==> config.mk <==
export PLATFORM = sky130hd
export DESIGN_NAME = relu_grad_gate
export DESIGN_NICKNAME = d
export VERILOG_FILES = /design/src/rtl/relu_grad_gate.sv
export SDC_FILE = /design/constraint.sdc
export NUM_CORES = 1
export LEC_CHECK = 0
export CAP_MARGIN = 10
export CORE_UTILIZATION = 60
export CTS_CLUSTER_SIZE = 14
export DETAILED_ROUTE_END_ITERATION = 8
export GPL_ROUTABILITY_DRIVEN = 1
export GPL_TIMING_DRIVEN = 0
export PLACE_DENSITY = 0.85
export SYNTH_ARGS = -nofsm -noshare
export SYNTH_HDL_FRONTEND = slang
export SYNTH_SLANG_ARGS = --single-unit
==> constraint.sdc <==
create_clock -name clk -period 7.9 [get_ports clk]
set_input_delay 1.975 -clock clk [delete_from_list [all_inputs] [get_ports clk]]
set_output_delay 1.975 -clock clk [all_outputs]
set_load 0.02 [all_outputs]
==> src/rtl/relu_grad_gate.sv <==
`default_nettype none
// ============================================================================
//  Module      : relu_grad_gate
//  Description : Backward-pass gate for a ReLU stage. Forward samples push one
//                sign-mask bit each into a FIFO; backward gradients pop the
//                bits in the same order and pass through where the forward
//                input was non-negative, else emit zero. 1-cycle latency,
//                full throughput, output register stable under backpressure.
//  Revision    : 1.0  initial release
// ============================================================================
module relu_grad_gate #(
  parameter  int featureWidth = 16,
  parameter  int gradWidth    = 16,
  parameter  int DEPTH        = 64,
  localparam int ADDR_W       = $clog2(DEPTH)
) (
  input  logic                    clk,
  input  logic                    rst_n,
  input  logic                    enable,
  input  logic                    clear,
  input  logic                    fwd_valid,
  output logic                    fwd_ready,
  input  logic [featureWidth-1:0] fwd_x,
  input  logic                    grad_in_valid,
  output logic                    grad_in_ready,
  input  logic [gradWidth-1:0]    grad_in,
  output logic                    grad_out_valid,
  input  logic                    grad_out_ready,
  output logic [gradWidth-1:0]    grad_out,
  output logic [ADDR_W:0]         mask_count
);

  localparam logic [ADDR_W:0]   c_FULL    = (ADDR_W+1)'(DEPTH);
  localparam logic [ADDR_W:0]   c_CNT_ONE = (ADDR_W+1)'(1);
  localparam logic [ADDR_W-1:0] c_PTR_ONE = ADDR_W'(1);

  logic [DEPTH-1:0]     r_mask;
  logic [ADDR_W-1:0]    r_wr_ptr;
  logic [ADDR_W-1:0]    r_rd_ptr;
  logic [ADDR_W:0]      r_count;
  logic                 r_out_valid;
  logic [gradWidth-1:0] r_out_data;

  logic                 w_fwd_ready;
  logic                 w_grad_in_ready;
  logic                 w_push;
  logic                 w_pop;
  logic                 w_rd_bit;
  logic [gradWidth-1:0] w_gated;
  logic                 w_unused_x;

  // Only the sign bit of the forward sample matters for the mask.
  assign w_unused_x = ^fwd_x[featureWidth-2:0];

  // Full/empty come from the registered count only, so there is no bypass
  // in either direction; clear blocks every transfer in its cycle.
  assign w_fwd_ready     = enable & (r_count != c_FULL);
  assign w_grad_in_ready = enable & (r_count != '0) & (~r_out_valid | grad_out_ready);
  assign w_push          = fwd_valid & w_fwd_ready & ~clear;
  assign w_pop           = grad_in_valid & w_grad_in_ready & ~clear;
  assign w_rd_bit        = r_mask[r_rd_ptr];
  assign w_gated         = w_rd_bit ? grad_in : '0;

  assign fwd_ready      = w_fwd_ready;
  assign grad_in_ready  = w_grad_in_ready;
  assign grad_out_valid = r_out_valid;
  assign grad_out       = r_out_data;
  assign mask_count     = r_count;

  // Mask storage: a set bit means the forward input was non-negative.
  always_ff @(posedge clk or negedge rst_n) begin
    if (!rst_n) begin
      r_mask <= '0;
    end else if (w_push) begin
      r_mask[r_wr_ptr] <= ~fwd_x[featureWidth-1];
    end
  end

  // Pointers wrap naturally (DEPTH is a power of 2); count tracks occupancy.
  always_ff @(posedge clk or negedge rst_n) begin
    if (!rst_n) begin
      r_wr_ptr <= '0;
      r_rd_ptr <= '0;
      r_count  <= '0;
    end else if (clear) begin
      r_wr_ptr <= '0;
      r_rd_ptr <= '0;
      r_count  <= '0;
    end else begin
      if (w_push) r_wr_ptr <= r_wr_ptr + c_PTR_ONE;
      if (w_pop)  r_rd_ptr <= r_rd_ptr + c_PTR_ONE;
      case ({w_push, w_pop})
        2'b10:   r_count <= r_count + c_CNT_ONE;
        2'b01:   r_count <= r_count - c_CNT_ONE;
        default: r_count <= r_count;
      endcase
    end
  end

  // Output register: loads on accept, drains on downstream ready, otherwise
  // holds its value regardless of enable.
  always_ff @(posedge clk or negedge rst_n) begin
    if (!rst_n) begin
      r_out_valid <= 1'b0;
      r_out_data  <= '0;
    end else if (clear) begin
      r_out_valid <= 1'b0;
      r_out_data  <= '0;
    end else if (w_pop) begin
      r_out_valid <= 1'b1;
      r_out_data  <= w_gated;
    end else if (grad_out_ready) begin
      r_out_valid <= 1'b0;
    end
  end

endmodule
`default_nettype wire

==> metrics.cfg <==
[critical_path]
worst_path_max_delay_cell=nor3_1
cp_data_required_time_ns=8.17
crit_path_max_fanout=10
worst-setup-path-type=primary input to flop
crit_chain=clkdlybuf4s50_1 > inv_2 > a311oi_1 > nand2_1 > clkbuf_1 > nor3_1 > ha_1 > a21o_1 > a21oi_1 > o21bai_1 > a21oi_1 > mux2i_1 > mux2_1
crit_arrival_ns=5.87
crit_family=compound AO/OA/AOI/OAI gates
crit_buf_inv=3
crit_top_cell=a21oi_1
cp-end-kind=flop
startpoint_type=primary input
slowest_delay_ns=0.64

[power]
power.density_nw_per_um2=195.0
p_int_w=0.0008096
switching_share_pct=30.22
p_clk_share_pct=29.1
comb_power_share_pct=22.8
p_leak_nw=2.570
pwr-share-seq_pct=48.1
ir_worst_vdd_mv=0.1470
switchingPower_w=0.0003506

[synthesis]
ys_async_sr_fraction_pct=100.0
yosys_warnings=0
synth_flop_cell=dfrtp_1
synth.distinct_cells=48
synth_seq_cells=100
netlist_area_um2=5112
synth_nets=527
synth-edff-count=0
ys_seq_area_share_pct=48.95
synthCells=480
avgSynthCellArea_um2=10.65

[global_routing]
grt_max_degree=56
grt_usage_pct=31.38
antenna_found_initial=0
grt_pass1_wl_um=20810
grt_pass1_vias=4129
grt-ovfl-total=0

[floorplan]
fp.dieW_um=94.31
io_pins=65
fp-row-count=33
die_area_um2=8893
start_util_pct=62.22
core-area_um2=8217
fp.dieH_um=94.31

[layout]
layout_commonest_cell=dfrtp_1
mostFrequentLayoutCells=dfrtp_1 (100), a21oi_1 (86), a31oi_1 (65)
area_growth_pct=16.40
finalNetCount=587
antenna_cells=0
instances_no_fill=650
drive_gt1_share_pct=10.46

[clock_network]
cts_tree=done
post_cts_buffers=0
numCtsBuffers=9
ctsLongestPathBuffers=2
h-tree-depth=3
clock_latency_ns=0.38
cts-resized-gates=0
cts_hold_buf=0
cts_sinks=100
cts.clk_slew.worst_paths_ns=0.10
cts_root_buffer=clkbuf_8

[detailed_routing]
drt_wl_total_um=13010
initialDrtViolationCount=446
vias=4261
drtPass1Iterations=6
wl_per_cell_um=20.01
ant_nets=0
via_per_inst=6.555
drc=0

[min_path]
hp-class=flop to flop

[timing]
fin_worst_skew_ns=0.01071
fin_setup_tns_ns=0
max_freq_ghz=0.1784
fin_crit_sh_pct=70.97
period_minus_slack_ns=5.607
worst_slack_ns=2.293
final_max_slew_viol_count=0
setup_viol=0
finalHoldViolations=0
rsz0062_at_grt=no
maxSlewHeadroom_pct=17.14
worstMarginPinSlew_ns=1.233

[place]
placed_cells_incl_taps=634
dpl_worst_slack_ns=1.933
dp_hpwl_um=9009
gp_congestion=0.8884
portBuffers=48

[flow_run]
cap_violations=0

[run_status]
status=complete, no violations

sequential cells by signal, summed over array words and instances, names as in the netlist:
register,count
grad_out_valid,1
r_mask,64
mask_count,7
r_wr_ptr,6
grad_out,16
r_rd_ptr,6
worst min-delay path, stage by stage (launching register included):
cell and delay, ns:
dfrtp_1 0.39, nand2_1 0.06, a21oi_1 0.05
cells by family (layout without fill, tap and decap cells):
logic type | Yosys count | after routing | synth area share, %
simple gates | 107 | 107 | 12.14
buf+inv | 59 | 124 | 5.458
flops | 100 | 100 | 48.95
fa+ha+maj | 8 | 8 | 2.105
mux | 21 | 21 | 8.762
compound gates | 170 | 170 | 19.65
xor+xnor | 15 | 15 | 2.937
final timing paths:
path / startpoint / endpoint / slack [ns] / cells after the start
min in group asynchronous: rst_n / mask_count[4] / 1.63 / 1
max: enable / mask_count[6] / 2.29 / 13
min reg2reg: grad_out[1] / grad_out[1] / 0.53 / 2
max in group asynchronous: rst_n / r_rd_ptr[0] / 5.60 / 2
min: grad_out[1] / grad_out[1] / 0.53 / 2
max reg2reg: mask_count[0] / mask_count[6] / 3.77 / 12
metrics by stage:
stage / power, W / area, µm² / hold WS, ns / util [%]
floorplan: 0.0007289 / 5112 / 0.5068 / -
global placement: 0.0008179 / 5724 / 0.5105 / 69.67
detailed placement: 0.0008307 / 5749 / 0.5141 / 69.97
CTS: 0.001162 / 5951 / 0.5274 / 72.42
global route: 0.001201 / 5951 / 0.5606 / 72.42
finish: 0.001160 / 5951 / 0.5263 / 72.42
synth_stat cells (2+ instances only):
library cell  count  area share [%]
mux4_2            7             3.1
mux4_1            9             4.6
nor4_4            2            0.83
nor3_1            5            0.49
inv_1             5            0.37
and3_1            2            0.24
inv_2             2            0.15
xnor2_1           8             1.4
ha_1              7             1.7
nor2b_1           4            0.49
dfrtp_1         100              49
clkbuf_1         29             2.1
a21oi_1          86             8.4
xor2_1            6             1.0
mux2i_1           2            0.39
nor2_1           25             1.8
buf_2            18             1.8
a311oi_1          5            0.86
nor3b_1           4            0.59
nand3b_1         16             2.3
nand4_1           4            0.49
nand3_1           5            0.49
a21o_1            2            0.29
and2_1            2            0.24
a31oi_1          65             8.0
a211oi_1          3            0.44
buf_6             2            0.44
o21bai_1          2            0.29
a22oi_1           4            0.59
nand2_1          28             2.1
and3b_1           2            0.34
mux2_1            3            0.66
power groups by stage:
stage                     Combinational (W)  Sequential (W)  Clock, W
after floorplan                    0.000145        0.000583         0
after global placement             0.000252        0.000566         0
after detailed placement           0.000262        0.000568         0
after CTS                          0.000264        0.000558  0.000340
after global routing               0.000284        0.000561  0.000356
final                              0.000264        0.000558  0.000338
cell type report:
type / instances / area [µm²]
Fill cell: 604 / 2266
Clock inverter: 5 / 60.06
Timing Repair Buffer: 49 / 505.5
Inverter: 7 / 26.28
Multi-Input combinational cell: 321 / 2331
Buffer: 52 / 252.7
Sequential cell: 100 / 2502
Clock buffer: 11 / 141.4
Tap cell: 105 / 131.4
per-layer routing:
layer  GRT usage, %  vias to the layer above  part of all wire [%]
met5              0                        -                     0
met4          11.41                        0                   2.4
met3          7.929                       45                   8.6
met2          51.63                      240                    49
met1          40.32                     2068                    40
li1               -                     1908                     -
Note: power is estimated with default switching activity, not from simulation.
